==> config.mk <==
export PLATFORM = sky130hd
export DESIGN_NAME = mem_bus_arbiter
export DESIGN_NICKNAME = d
export VERILOG_FILES = /design/src/rtl/mem_arb_pkg.sv /design/src/rtl/rr_arb2.sv /design/src/rtl/mem_bus_arbiter.sv
export SDC_FILE = /design/constraint.sdc
export NUM_CORES = 1
export LEC_CHECK = 0
export CAP_MARGIN = 5
export CORE_MARGIN = 5
export CORE_UTILIZATION = 38
export DETAILED_ROUTE_END_ITERATION = 10
export HOLD_SLACK_MARGIN = 0.02
export PLACE_DENSITY = 0.88
export SYNTH_ARGS = -nofsm -noshare
export SYNTH_HDL_FRONTEND = slang
export SYNTH_SLANG_ARGS = --single-unit
==> constraint.sdc <==
create_clock -name i_clk -period 4.8 [get_ports i_clk]
set_input_delay 0.48 -clock i_clk [delete_from_list [all_inputs] [get_ports i_clk]]
set_output_delay 0.48 -clock i_clk [all_outputs]
set_load 0.005 [all_outputs]
==> src/rtl/mem_arb_pkg.sv <==
// Shared types and constants for the two-port memory bus arbiter.
// Holds the FSM state enum, port indices, abort read value and watchdog default.
package mem_arb_pkg;

  typedef enum logic [1:0] {
    IDLE    = 2'd0,
    BUSY    = 2'd1,
    DONE    = 2'd2,
    RECOVER = 2'd3
  } arb_state_t;

  localparam int PORT_CPU = 0;
  localparam int PORT_AUX = 1;

  localparam int TIMEOUT_DEF = 1024;

  // Wide enough for any supported data width; sliced to DW by users.
  localparam logic [63:0] ERR_RDATA = 64'hFFFF_FFFF_FFFF_FFFF;

endpackage

==> src/rtl/rr_arb2.sv <==
// Two-input round-robin winner select, purely combinational.
// Ports: req[1:0] requests, last = index of previous owner, gnt one-hot winner.
module rr_arb2 (
  input  logic [1:0] req,
  input  logic       last,
  output logic [1:0] gnt
);

  always_comb begin
    gnt = 2'b00;
    unique case (1'b1)
      (req == 2'b11) &&  last: gnt = 2'b01;
      (req == 2'b11) && !last: gnt = 2'b10;
      (req == 2'b01):          gnt = 2'b01;
      (req == 2'b10):          gnt = 2'b10;
      default:                 gnt = 2'b00;
    endcase
  end

endmodule

==> src/rtl/mem_bus_arbiter.sv <==
// Round-robin arbiter/sequencer between two strobe/ready masters and one slave.
// Ports: i_m0_*/i_m1_* master requests, o_m*_rdata/ready/err master replies,
//   o_mem_* slave strobe/command, i_mem_data/ready slave reply,
//   o_grant one-hot owner, o_timeouts saturating abort count.
module mem_bus_arbiter
  import mem_arb_pkg::*;
#(
  parameter int AW      = 32,
  parameter int DW      = 32,
  parameter int TIMEOUT = TIMEOUT_DEF
) (
  input  logic          i_clk,
  input  logic          i_rst,
  input  logic          i_m0_req,
  input  logic          i_m0_we,
  input  logic [AW-1:0] i_m0_addr,
  input  logic [DW-1:0] i_m0_wdata,
  output logic [DW-1:0] o_m0_rdata,
  output logic          o_m0_ready,
  output logic          o_m0_err,
  input  logic          i_m1_req,
  input  logic          i_m1_we,
  input  logic [AW-1:0] i_m1_addr,
  input  logic [DW-1:0] i_m1_wdata,
  output logic [DW-1:0] o_m1_rdata,
  output logic          o_m1_ready,
  output logic          o_m1_err,
  output logic          o_mem_clk,
  output logic          o_mem_we,
  output logic [AW-1:0] o_mem_addr,
  output logic [DW-1:0] o_mem_data,
  input  logic [DW-1:0] i_mem_data,
  input  logic          i_mem_ready,
  output logic [1:0]    o_grant,
  output logic [15:0]   o_timeouts
);

  localparam int WDW = (TIMEOUT > 2) ? $clog2(TIMEOUT) : 1;
  localparam logic [WDW-1:0] WD_LAST = WDW'(TIMEOUT - 1);
  localparam logic [DW-1:0] ERR_DW = ERR_RDATA[DW-1:0];

  arb_state_t state_q;
  arb_state_t state_d;

  logic           last_q;
  logic           owner_q;
  logic [WDW-1:0] wdog_q;
  logic [1:0]     req;
  logic [1:0]     win;
  logic           owner_req;
  logic           grant_en;
  logic           done_en;
  logic           abort_en;
  logic           exit_en;
  logic           wdog_inc;
  logic           sel_we;
  logic [AW-1:0]  sel_addr;
  logic [DW-1:0]  sel_wdata;

  assign req = {i_m1_req, i_m0_req};

  rr_arb2 u_rr (
    .req  (req),
    .last (last_q),
    .gnt  (win)
  );

  assign owner_req = (owner_q == 1'(PORT_AUX)) ? i_m1_req : i_m0_req;

  always_comb begin
    sel_we    = i_m0_we;
    sel_addr  = i_m0_addr;
    sel_wdata = i_m0_wdata;
    if (win[PORT_AUX]) begin
      sel_we    = i_m1_we;
      sel_addr  = i_m1_addr;
      sel_wdata = i_m1_wdata;
    end
  end

  always_ff @(posedge i_clk or posedge i_rst) begin
    if (i_rst) state_q <= IDLE;
    else       state_q <= state_d;
  end

  always_comb begin
    state_d  = state_q;
    grant_en = 1'b0;
    done_en  = 1'b0;
    abort_en = 1'b0;
    exit_en  = 1'b0;
    wdog_inc = 1'b0;
    unique case (state_q)
      IDLE: begin
        if (|req) begin
          grant_en = 1'b1;
          state_d  = BUSY;
        end
      end
      BUSY: begin
        if (i_mem_ready) begin
          done_en = 1'b1;
          state_d = DONE;
        end else if (wdog_q == WD_LAST) begin
          abort_en = 1'b1;
          state_d  = RECOVER;
        end else begin
          wdog_inc = 1'b1;
        end
      end
      DONE: begin
        // Four-phase: slave must also release ready before the bus is reused.
        if (!owner_req && !i_mem_ready) begin
          exit_en = 1'b1;
          state_d = IDLE;
        end
      end
      RECOVER: begin
        if (!owner_req) begin
          exit_en = 1'b1;
          state_d = IDLE;
        end
      end
      default: state_d = IDLE;
    endcase
  end

  always_ff @(posedge i_clk or posedge i_rst) begin
    if (i_rst) begin
      last_q     <= 1'(PORT_AUX);
      owner_q    <= 1'(PORT_CPU);
      wdog_q     <= '0;
      o_mem_clk  <= 1'b0;
      o_mem_we   <= 1'b0;
      o_mem_addr <= '0;
      o_mem_data <= '0;
      o_grant    <= 2'b00;
      o_m0_rdata <= '0;
      o_m0_ready <= 1'b0;
      o_m0_err   <= 1'b0;
      o_m1_rdata <= '0;
      o_m1_ready <= 1'b0;
      o_m1_err   <= 1'b0;
      o_timeouts <= '0;
    end else begin
      if (grant_en) begin
        o_mem_clk  <= 1'b1;
        o_mem_we   <= sel_we;
        o_mem_addr <= sel_addr;
        o_mem_data <= sel_wdata;
        o_grant    <= win;
        owner_q    <= win[PORT_AUX];
        wdog_q     <= '0;
      end
      if (wdog_inc) wdog_q <= wdog_q + 1'b1;
      if (done_en || abort_en) o_mem_clk <= 1'b0;
      if (done_en) begin
        if (owner_q == 1'(PORT_AUX)) begin
          o_m1_rdata <= i_mem_data;
          o_m1_ready <= 1'b1;
          o_m1_err   <= 1'b0;
        end else begin
          o_m0_rdata <= i_mem_data;
          o_m0_ready <= 1'b1;
          o_m0_err   <= 1'b0;
        end
      end
      if (abort_en) begin
        if (owner_q == 1'(PORT_AUX)) begin
          o_m1_rdata <= ERR_DW;
          o_m1_ready <= 1'b1;
          o_m1_err   <= 1'b1;
        end else begin
          o_m0_rdata <= ERR_DW;
          o_m0_ready <= 1'b1;
          o_m0_err   <= 1'b1;
        end
        if (o_timeouts != 16'hFFFF) o_timeouts <= o_timeouts + 16'd1;
      end
      if (exit_en) begin
        o_m0_ready <= 1'b0;
        o_m0_err   <= 1'b0;
        o_m1_ready <= 1'b0;
        o_m1_err   <= 1'b0;
        o_grant    <= 2'b00;
        last_q     <= owner_q;
      end
    end
  end

endmodule

==> results.sh <==
export IMPL_cts_resized=0
export IMPL_synthArstFlopShare_pct=100
export IMPL_drt_iter0_drc=388
export IMPL_fp_row_count=50
export IMPL_final_common_cell="clkdlybuf4s50_1"
export IMPL_final_cell_mix="318 x clkdlybuf4s50_1, 165 x dfrtp_1, 110 x nand2_1, 80 x o21ai_0, 68 x mux2i_1"
export IMPL_place_inst=1163
export IMPL_drc=0
export IMPL_syn_num_nets=815
export IMPL_synth_distinct_cells=47
export IMPL_peakVddDrop_mv=0.246
export IMPL_p_int_mw=4.13
export IMPL_first_pass_iters=4
export IMPL_post_route_min_period_ns=2.80
export IMPL_slew_headroom_pct=26.4
export IMPL_hold_class="reg -> reg"
export IMPL_syn_cell_area_um2=7170
export IMPL_grt_start_max_net_pins=167
export IMPL_start_util_pct=38.5
export IMPL_ios=319
export IMPL_hold_depth=2
export IMPL_multi_input_comb_area_um2=2800
export IMPL_p_leak_nw=4.73
export IMPL_slowest_delay_ns=0.75
export IMPL_post_cts_buffers=0
export IMPL_routed_via_density=5.18
export IMPL_ant_nets=0
export IMPL_die_w_um=147
export IMPL_grt_pass1_vias=6294
export IMPL_cts_tree="yes"
export IMPL_die_h_um=147
export IMPL_power_switching_mw=2.00
export IMPL_antenna_cells=0
export IMPL_ys_seq_elements=166
export IMPL_worst_pin_slew_ns=1.09
export IMPL_rsz0062_at_grt="false"
export IMPL_cp_top_family="simple AND/OR/NAND/NOR gates"
export IMPL_antenna_found_initial=0
export IMPL_htreeDepth=4
export IMPL_register_area_um2=4160
export IMPL_vias=6189
export IMPL_outcome="finished clean"
export IMPL_cp_depth=6
export IMPL_setup_viol=0
export IMPL_ys_flop_type="dfrtp_1"
export IMPL_clkSinkCount=166
export IMPL_nets=1117
export IMPL_comb_power_share_pct=39.8
export IMPL_cts_made_buffers=17
export IMPL_hold_viol_final=0
export IMPL_track_usage_pct=19.3
export IMPL_end_kind="flip-flop"
export IMPL_cp_required_ns=5.10
export IMPL_grt_pass1_wl_um=33300
export IMPL_syn_avg_cell_area_um2=11.1
export IMPL_clk_path_buf_depth=2
export IMPL_total_power_mw=6.13
export IMPL_min_period_over_period_pct=58.4
export IMPL_swShare_pct=32.6
export IMPL_arrival_ns=3.11
export IMPL_path_max_fanout=12
export IMPL_fmax_mhz=357
export IMPL_fin_skew_ns=0.0157
export IMPL_synth_edf_count=0
export IMPL_fill_cells=1501
export IMPL_gp_congestion=0.816
export IMPL_power_per_cell_area_nw_per_um2=550
export IMPL_cts_root_buf="clkbuf_16"
export IMPL_io_buffers=318
export IMPL_p_seq_share_pct=38.1
export IMPL_r2r_cells=5
export IMPL_drv_slew=0
export IMPL_synthCells=646
export IMPL_cap_violations=0
export IMPL_synthToLayoutAreaGrowth_pct=55.3
export IMPL_grt_ovfl_total=0
export IMPL_cp_start_kind="input port"
export IMPL_path_cells="clkdlybuf4s50_1, or3b_1, nor4_1, buf_4, and2_1, mux2_2"
export IMPL_insertion_delay_ns=0.42
export IMPL_cp_num_buf_inv=2
export IMPL_wl_per_cell_um=18.0
export IMPL_power_frac_clock_pct=22.1
export IMPL_routed_wl_um=21600
export IMPL_hpwl_um=16400
export IMPL_seq_area_frac_synth_pct=58.0
export IMPL_clk_pin_slew_worst_paths_ns=0.07
export IMPL_tns_ns=0
export IMPL_drive_gt1_share_pct=5.31
export IMPL_worstSetupPathType="in -> reg"
export IMPL_die_area_um2=21700
export IMPL_slowest_stage="nor4_1"
export IMPL_ctsHoldBuffers=0
export IMPL_core_um2=18600
export IMPL_fin_cells=1195
export IMPL_synth_warnings=0
## worst register-to-register path, stage by stage (launching register included)
cell and delay [ns]:
dfrtp_1 0.50, or3b_1 0.62, nor4_1 0.75, buf_4 0.28, and2_1 0.19, mux2_2 0.34
## power by group through the flow
stage | Combinational, mW | Clock [mW] | Sequential, mW
floorplan | 0.911 | 0 | 2.34
global placement | 2.38 | 0 | 2.33
detailed placement | 2.47 | 0 | 2.36
CTS | 2.48 | 1.38 | 2.34
global route | 2.64 | 1.45 | 2.41
finish | 2.44 | 1.35 | 2.34
## cell type report
type	instances	share of cell area (%)
clock buffer	18	3.95
sequential	166	37.3
inverter	5	0.202
tap	234	2.63
clock inverter	14	1.38
multi-input combinational	432	25.2
timing repair buffer	326	29.4
## cell families after synthesis
logic type / synth area share (%)
buffers and inverters: 3.21
multiplexers: 9.81
AND/OR/NAND/NOR: 12.8
AO/OA/AOI/OAI: 13.9
XOR/XNOR: 1.95
flip-flops: 58.0
adder cells (fa/ha/maj): 0.349
## synthesized netlist by cell type (2+ instances only)
cell      number  area, um^2
xor2_1         3        26.3
inv_1          5        18.8
nand4_1       16         100
buf_6          5        56.3
o31ai_1        2        15.0
or4_1          2        15.0
and3_1         2        12.5
nand4b_1       3        26.3
mux2i_1       68         681
and4_1         4        35.0
o21ai_0       80         400
clkbuf_1      27         101
buf_1          3        11.3
nor3_1         3        15.0
xnor2_1       13         114
o22a_1        49         429
nor4_1         3        18.8
o211ai_1       2        15.0
nand3_1       26         130
buf_2          7        35.0
nand2b_1       4        25.0
and2_1         2        12.5
o21ai_4        2        32.5
dfrtp_1      165        4130
a21oi_1        7        35.0
mux2_2         2        22.5
o21a_1         2        15.0
nor2_1        10        37.5
ha_1           2        25.0
nand2_1      110         413
## through the flow
step	setup slack [ns]	hold slack [ns]	utilization [%]	area, um^2
2_1_floorplan	2.21	0.460	-	7170
3_3_place_gp	1.68	0.461	56.5	10500
3_5_place_dp	1.60	0.469	56.5	10500
4_1_cts	2.03	0.483	59.7	11100
5_1_grt	1.87	0.503	59.7	11100
6_report	2.00	0.478	59.7	11100
## layer usage
layer	GRT usage [%]	routed length, um
met2	34.5	10900
met1	22.0	8420
met4	6.43	599
met5	0	0
met3	5.77	1640
## worst paths after layout
kind | startpoint | end | slack [ns]
max | i_mem_ready | o_timeouts[1] | 2.00
min in group asynchronous | i_rst | o_mem_addr[18] | 0.59
min | o_mem_data[12] | o_mem_data[12] | 0.48
max in group asynchronous | i_rst | wdog_q[0] | 3.38
max reg2reg | state_q[1] | o_timeouts[1] | 2.01
min reg2reg | o_mem_data[12] | o_mem_data[12] | 0.48
(Power assumes the default switching activity.)
